<file path="config.mk">
export PLATFORM = sky130hd
export DESIGN_NAME = uart_tx_fifo
export DESIGN_NICKNAME = d
export VERILOG_FILES = /design/src/rtl/uart_tx_fifo.sv
export SDC_FILE = /design/constraint.sdc
export NUM_CORES = 1
export LEC_CHECK = 0
export CAP_MARGIN = 15
export CELL_PAD_IN_SITES_DETAIL_PLACEMENT = 1
export CELL_PAD_IN_SITES_GLOBAL_PLACEMENT = 1
export CORE_MARGIN = 1.5
export CORE_UTILIZATION = 52
export DETAILED_ROUTE_END_ITERATION = 8
export MAX_ROUTING_LAYER = met4
export PLACE_DENSITY_LB_ADDON = 0.1
export SLEW_MARGIN = 20
export SYNTH_ARGS = -nofsm -noshare
export SYNTH_HDL_FRONTEND = slang
export SYNTH_SLANG_ARGS = --single-unit
</file>
<file path="constraint.sdc">
create_clock -name clk_from_FPGA -period 2.6 [get_ports clk_from_FPGA]
set_clock_uncertainty 0.1 [all_clocks]
set_input_delay 0.52 -clock clk_from_FPGA [delete_from_list [all_inputs] [get_ports clk_from_FPGA]]
set_output_delay 0.52 -clock clk_from_FPGA [all_outputs]
set_load 0.02 [all_outputs]
</file>
<file path="src/rtl/uart_tx_fifo.sv">
// Byte FIFO feeding uart_tx: the core pushes bytes, a 4-state drain FSM strobes them out one at a time.
// Optional sticky overflow flag (ports ovf_clr/overflow) when UART_FIFO_OVF_FLAG_EN is defined.
module uart_tx_fifo #(
    parameter int DEPTH  = 16,
    parameter int ADDR_W = 4
) (
    input  logic              clk_from_FPGA,
    input  logic              rst_from_FPGA,
    input  logic              wr_en,
    input  logic [7:0]        wr_data,
    output logic              full,
    output logic              empty,
    output logic [ADDR_W:0]   count,
    input  logic              uart_busy,
    output logic              uart_write_en,
    output logic [7:0]        uart_data
`ifdef UART_FIFO_OVF_FLAG_EN
    ,
    input  logic              ovf_clr,
    output logic              overflow
`endif
);

    typedef enum logic [1:0] {
        S_IDLE,
        S_ISSUE,
        S_WAIT_HI,
        S_WAIT_LO
    } state_t;

    logic [7:0]        mem_q [DEPTH];
    logic [ADDR_W-1:0] wptr_q, wptr_d;
    logic [ADDR_W-1:0] rptr_q, rptr_d;
    logic [ADDR_W:0]   count_q, count_d;
    logic              full_q, full_d;
    logic              empty_q, empty_d;
    logic              uart_we_q, uart_we_d;
    logic [7:0]        uart_data_q;
    state_t            state_q, state_d;
    logic              push;
    logic              pop;

    // Both decisions use registered flags, so a full FIFO rejects a push even when a pop happens that cycle.
    assign push = wr_en && !full_q;
    assign pop  = (state_q == S_IDLE) && !empty_q && !uart_busy;

    always_comb begin
        wptr_d  = wptr_q;
        rptr_d  = rptr_q;
        count_d = count_q;
        if (push) begin
            wptr_d = wptr_q + ADDR_W'(1);
        end
        if (pop) begin
            rptr_d = rptr_q + ADDR_W'(1);
        end
        if (push && !pop) begin
            count_d = count_q + (ADDR_W+1)'(1);
        end else if (!push && pop) begin
            count_d = count_q - (ADDR_W+1)'(1);
        end
        full_d  = (count_d == (ADDR_W+1)'(DEPTH));
        empty_d = (count_d == '0);
    end

    always_comb begin
        state_d   = state_q;
        uart_we_d = 1'b0;
        unique case (state_q)
            S_IDLE: begin
                if (pop) begin
                    uart_we_d = 1'b1;
                    state_d   = S_ISSUE;
                end
            end
            S_ISSUE:   state_d = S_WAIT_HI;
            // uart_tx may take a few cycles to raise busy after the strobe
            S_WAIT_HI: if (uart_busy)  state_d = S_WAIT_LO;
            S_WAIT_LO: if (!uart_busy) state_d = S_IDLE;
            default:   state_d = S_IDLE;
        endcase
    end

    // Storage is not reset so it can map onto block RAM.
    always_ff @(posedge clk_from_FPGA) begin
        if (push) begin
            mem_q[wptr_q] <= wr_data;
        end
    end

    always_ff @(posedge clk_from_FPGA or negedge rst_from_FPGA) begin
        if (!rst_from_FPGA) begin
            wptr_q      <= '0;
            rptr_q      <= '0;
            count_q     <= '0;
            full_q      <= 1'b0;
            empty_q     <= 1'b1;
            uart_we_q   <= 1'b0;
            uart_data_q <= 8'h00;
            state_q     <= S_IDLE;
        end else begin
            wptr_q    <= wptr_d;
            rptr_q    <= rptr_d;
            count_q   <= count_d;
            full_q    <= full_d;
            empty_q   <= empty_d;
            uart_we_q <= uart_we_d;
            state_q   <= state_d;
            if (pop) begin
                uart_data_q <= mem_q[rptr_q];
            end
        end
    end

    assign full          = full_q;
    assign empty         = empty_q;
    assign count         = count_q;
    assign uart_write_en = uart_we_q;
    assign uart_data     = uart_data_q;

`ifdef UART_FIFO_OVF_FLAG_EN
    logic overflow_q, overflow_d;

    // A rejected push in the same cycle as a clear keeps the flag set.
    always_comb begin
        overflow_d = overflow_q;
        if (wr_en && full_q) begin
            overflow_d = 1'b1;
        end else if (ovf_clr) begin
            overflow_d = 1'b0;
        end
    end

    always_ff @(posedge clk_from_FPGA or negedge rst_from_FPGA) begin
        if (!rst_from_FPGA) begin
            overflow_q <= 1'b0;
        end else begin
            overflow_q <= overflow_d;
        end
    end

    assign overflow = overflow_q;
`endif

endmodule

</file>
==> results of run 1 <==
==> Yosys cell counts (all sizes together) <==
master	instances
ha	11
nor2b	4
edfxtp	128
o21ai	13
and2	1
nand4b	1
nand3	3
nand4	2
buf	9
or3b	1
a31oi	1
nor4	1
nor3	6
clkinv	1
dfstp	1
dfrtp	25
and3	1
mux4	30
a32oi	1
nand2	14
clkbuf	7
mux2i	9
nand2b	4
nor4b	1
o211ai	1
nor2	21
xnor2	10
mux2	7
inv	7
a21oi	3
a22oi	9
or4	1
a211oi	3
==> power groups by stage <==
| stage | clock network (uW) | registers (uW) | logic (uW) |
|---|---|---|---|
| floorplan | 0 | 3410 | 1620 |
| global placement | 0 | 3450 | 2390 |
| detailed placement | 0 | 3470 | 2460 |
| CTS | 2480 | 3430 | 2490 |
| global route | 2570 | 3470 | 2660 |
| finish | 2440 | 3420 | 2450 |
==> layout make-up <==
cell class,count,area [sq um]
sequential,154,4500
fill,1004,4140
multi-input combinational,159,1600
timing repair buffer,53,490
clock buffer,23,458
tap,143,179
clock inverter,9,125
inverter,8,31.3
==> how the worst max path moves through the flow <==
stage	to	start	slack, ps	depth (start not counted)
2_1_floorplan	mem_q[3][0]	wr_en	300	4
3_3_place_gp	full	uart_busy	120	6
3_5_place_dp	full	uart_busy	70	6
4_1_cts	full	state_q[0]	350	7
5_1_grt	full	state_q[0]	230	7
6_report	full	state_q[0]	380	7
==> sequential cells by signal, summed over array words and instances, names as in the netlist <==
register,flops
wptr_q,4
uart_write_en,1
rptr_q,4
mem_q,128
state_q,2
count,5
full,1
uart_data,8
empty,1
==> kinds of logic (layout without fill, tap and decap cells) <==
family,count (synthesis),in the layout
AOI/OAI and AO/OA,31,31
xor gates and xnor gates,10,10
adders and majority gates,11,11
buffers and inverters,24,93
DFF,154,154
muxes,46,46
and+or+nand+nor,61,61
==> metal layers <==
layer | vias to the layer above | track usage | wire [microns]
li1 | 1437 | - | -
met1 | 1654 | 0.307 | 5790
met2 | 45 | 0.348 | 6260
met3 | 17 | 0.0470 | 319
met4 | 0 | 0.0903 | 232
met5 | - | - | 0
==> critical path, cell delays in order (launching register included) <==
cell and delay, ps:
dfrtp_1 380, inv_1 120, ha_1 200, or3b_1 480, nor3_2 280, a32oi_2 170
xnor2_2 200, nor4b_2 210
==> through the flow <==
step / worst slack [ps] / utilization / hold slack, ps / power [uW] / instance area [sq um]
floorplan: 297 / - / 124 / 5030 / 6210
global placement: 124 / 0.590 / 394 / 5840 / 6790
detailed placement: 69.2 / 0.590 / 391 / 5930 / 6790
CTS: 349 / 0.641 / 375 / 8400 / 7380
global route: 233 / 0.641 / 408 / 8700 / 7380
finish: 377 / 0.641 / 385 / 8310 / 7380
==> run_results.csv, run 1 <==
group,metric,value,unit
clocking,post_cts_buffers,0,
worst_setup_path,required,2820,ps
power,p_leak,0.00257,uW
sta,fmax,0.450,GHz
power,cellPowerDensity,1130,nW/um^2
sta,max_slew_margin,0.441,
finish,layout-drive-gt1-share,0.244,
yosys,yosys.area.top_type,"edfxtp_1",
worst_setup_path,timing.rr.end,"full",
worst_hold_path,min_path_type,"in2async",
power,switching_share,0.302,
finish,layout_commonest_cell,"edfxtp_1",
routing,vias_per_cell,5.74,
floorplanning,start_util,0.539,
worst_setup_path,crit_type,"reg2reg",
worst_setup_path,rr_worst_depth,7,
yosys,synth_area,6210,sq um
yosys,synth_fa_ha_area_frac,0.0222,
clocking,root_buffer,"clkbuf_16",
yosys,ys_ff_latch,154,
global_route,grt_pass1_vias,3333,
routing,wl_per_cell,23.0,microns
power,ir_drop,0.688,mV
clocking,cts.path.max_buffers,2,
routing,drt-initial-drc-count,167,
clocking,cts_tree,"yes",
routing,num_vias,3153,
sta,rsz0062_at_grt,"false",
placement,dpl.cell_count,517,
power,p_clk_frac,0.294,
clocking,ctsResizeCount,0,
yosys,synthCells,337,
sta,worst_pin_slew,839,ps
clocking,holdBufCountCts,0,
yosys,ys.warnings.count,0,
yosys,synth_top_family_by_area,"multiplexers",
sta,final_hold_viol_count,0,
finish,synthToLayoutAreaGrowth,18.8,%
routing,drt_wl_total,12600,microns
routing,drtAntennaViolNets,0,
floorplanning,coreArea,11500,sq um
yosys,avgSynthCellArea,18.4,sq um
routing,route.detailed.drc,0,
job,max_cap_viol_count,0,
yosys,synth_simple_gate_area_frac,0.0506,
clocking,clk_pin_slew,60,ps
clocking,clock_sinks,154,
global_route,antenna_found_initial,0,
finish,final_cell_mix,"128 x edfxtp_1, 30 x mux4_2, 27 x clkdlybuf4s50_1, 24 x dfrtp_1, 24 x buf_4",
clocking,htreeDepth,4,
floorplanning,die_x,112,microns
yosys,synthTopCellsByArea,"edfxtp_1 62%, mux4_2 11%, dfrtp_1 10%, ha_1 2.2%, mux2i_1 1.5%",
worst_setup_path,endpoint_kind,"flop",
sta,tns,0,ps
yosys,synth_cell_types,40,
yosys,ys_seq_area_frac,0.724,
power,intPower,5800,uW
worst_setup_path,start_kind,"flop",
clocking,clk_latency,420,ps
floorplanning,die_h,112,microns
placement,hpwl,8560,microns
global_route,gr-usage-all-layers,0.228,
routing,drt_pass1_iterations,7,
power,netSwitchingPower,2510,uW
global_route,grt_max_degree,30,
clocking,cts_buffers,17,
floorplanning,ios,28,
sta,min_period,2220,ps
finish,num_antenna_cells,0,
yosys,yosys.area.top_type_share,0.619,
yosys,synth_fp_nets,360,
global_route,grt_first_pass_wirelength,19700,microns
worst_setup_path,r2r_start,"state_q[0]",
sta,drv_slew,0,
sta,period_share,0.855,
worst_setup_path,crit_path_max_fanout,6,
finish,fin_nets,416,
sta,finalSetupViolCount,0,
outcome,outcome,"finished, final reports clean",
yosys,yosys-mux-area-fraction,0.136,
worst_setup_path,rrSetupSlack,380,ps
finish,fin_cells,549,
placement,io_buffers,27,
global_route,gr-total-overflow,0,
power,power_frac_seq,0.412,
yosys,synth_compound_area_frac,0.0331,
placement,gp_congestion,0.770,
floorplanning,row_count,39,
worst_setup_path,worstPathArrival,2440,ps
yosys,synthXorXnorAreaFrac,0.0153,
floorplanning,die_area,12600,sq um
power,pwr-share-comb,0.295,
Power figures use the tool's default switching activity.
==> run 2: changes to the inputs <==
Settings changed: CORE_MARGIN 1.5 to default, TNS_END_PERCENT from default to 1.
==> run 2 against run 1 <==
Effect of this change:
- the flow now finishes with violations (DRC)
- critical path depth did not move
- hold slack better by 28 ps
- count of clock-buffer cells in the layout down 3
- die area fell by 1.8%
- via count up 2.2%
- combinational power about the same
- final cell count increased by 0.18%
- cell area shrank 0.20%
- critical path type unchanged
- critical endpoint is now uart_data[3]
- largest cell class unchanged
- highest routed layer unchanged
==> run_results.csv, run 2 (synthesized netlist as in run 1, its figures left out) <==
group,metric,value,unit
power,ir_drop,0.464,mV
routing,wl_per_cell,23.7,microns
floorplanning,die_area,12400,sq um
routing,drt_wl_total,13000,microns
sta,period_share,0.917,
clocking,clock_sinks,154,
sta,final_hold_viol_count,0,
sta,drv_slew,0,
worst_setup_path,path_cells,"inv_1 > ha_1 > or3b_1 > buf_4 > nor2_1 > o21ai_0 > o21ai_0",
finish,stdcell_area,7360,sq um
sta,finalSetupViolCount,0,
finish,num_antenna_cells,0,
worst_hold_path,min_path_type,"in2async",
global_route,grt_pass1_vias,3511,
sta,min_period,2380,ps
outcome,outcome,"finished, violations left",
clocking,clk_pin_slew,60,ps
clocking,htreeDepth,4,
global_route,gr-total-overflow,0,
routing,route.detailed.drc,4,
worst_setup_path,rr_worst_depth,7,
clocking,cts_tree,"yes",
job,max_cap_viol_count,0,
finish,layout_commonest_cell,"edfxtp_1",
clocking,root_buffer,"clkbuf_16",
worst_setup_path,max_stage_delay,490,ps
worst_setup_path,crit_path_frequent_cell,"o21ai_0",
sta,worst_pin_slew,775,ps
routing,drt-initial-drc-count,183,
floorplanning,coreArea,11500,sq um
clocking,cts.path.max_buffers,2,
worst_setup_path,crit_cells,7,
worst_setup_path,crit_type,"reg2reg",
placement,place_ws,-22.9,ps
floorplanning,die_h,111,microns
finish,top_register,"mem_q",
outcome,violations,"DRC",
floorplanning,ios,28,
worst_setup_path,endpoint_kind,"flop",
finish,final_util,0.639,
clocking,holdBufCountCts,0,
finish,final_cell_mix,"128 x edfxtp_1, 30 x mux4_2, 27 x clkdlybuf4s50_1, 27 x buf_4, 24 x dfrtp_1",
placement,hpwl,8570,microns
floorplanning,die_x,111,microns
sta,rsz0062_at_grt,"false",
routing,num_vias,3221,
worst_setup_path,worstPathArrival,2610,ps
finish,synthToLayoutAreaGrowth,18.6,%
global_route,grt_max_degree,26,
clocking,ctsResizeCount,0,
finish,layout-drive-gt1-share,0.243,
placement,gp_congestion,0.814,
sta,fmax,0.420,GHz
worst_setup_path,critPathSlowestCell,"or3b_1",
floorplanning,row_count,39,
power,cellPowerDensity,1120,nW/um^2
placement,io_buffers,27,
routing,vias_per_cell,5.86,
clocking,post_cts_buffers,0,
worst_setup_path,crit_path_max_fanout,13,
routing,drtAntennaViolNets,0,
sta,max_slew_margin,0.484,
clocking,clk_latency,410,ps
worst_setup_path,crit_family,"simple AND/OR/NAND/NOR gates",
placement,place_area,6800,sq um
global_route,antenna_found_initial,0,
finish,fin_nets,418,
routing,drt_pass1_iterations,6,
clocking,cts_buffers,17,
finish,largest_reg_flops,128,
global_route,grt_first_pass_wirelength,20400,microns
power,p_leak,0.00257,uW
floorplanning,start_util,0.539,
sta,worst_slack,216,ps
worst_setup_path,path_buf_inv,2,
power,fin_total_pwr,8280,uW
worst_setup_path,required,2830,ps
global_route,gr-usage-all-layers,0.240,
worst_setup_path,start_kind,"flop",
run 2: cell types whose count changed in the layout (fill, tap and decap cells not counted):
cell,before,now
clkbuf_8,1,0
clkinv_1,1,4
buf_12,2,1
buf_4,24,27
clkbuf_1,5,3
clkinvlp_4,1,0
run 2: final timing paths:
check / from / end / slack (ps)
max: state_q[0] / uart_data[3] / 220
min in group clk_from_FPGA: uart_data[7] / uart_data[7] / 430
max reg2reg: state_q[0] / uart_data[3] / 220
min: rst_from_FPGA / rptr_q[2] / 410
max in group asynchronous: rst_from_FPGA / uart_data[6] / 1420
min reg2reg: uart_data[7] / uart_data[7] / 430
run 2: stage by stage:
step                      instances  setup TNS, ps  hold slack [ps]
final                           550              0              413
after global routing            550              0              455
after CTS                       550              0              425
after detailed placement        519          -22.9              410
after global placement          519              0              406
after floorplan                 337              0              124
run 2: metal layers:
metal  GRT usage  up-vias  wire length (microns)
met5           -        -                      0
met4      0.0955        0                    189
met3      0.0426       17                    421
met2       0.374       62                   6620
met1       0.316     1712                   5800
li1            -     1430                      -
run 2: area by class of cell:
class | count | area [sq um]
Tap cell | 143 | 179
Sequential cell | 154 | 4500
Fill cell | 1004 | 4150
Multi-Input combinational cell | 159 | 1600
Clock buffer | 20 | 437
Clock inverter | 11 | 129
Timing Repair Buffer | 55 | 493
Inverter | 8 | 31.3
run 2: worst reg2reg max path, stage by stage, from the launching register on:
cell     delay [ps]
dfrtp_1         380
inv_1           130
ha_1            220
or3b_1          490
buf_4           240
nor2_1          400
o21ai_0         170
o21ai_0         180
run 2: power breakdown:
part           total (uW)  internal, uW  leakage [uW]  switching [uW]
logic                2450          1210      0.000818            1250
registers            3440          3080       0.00147             356
clock network        2390          1490      0.000278             900
total                8280          5770       0.00257            2500
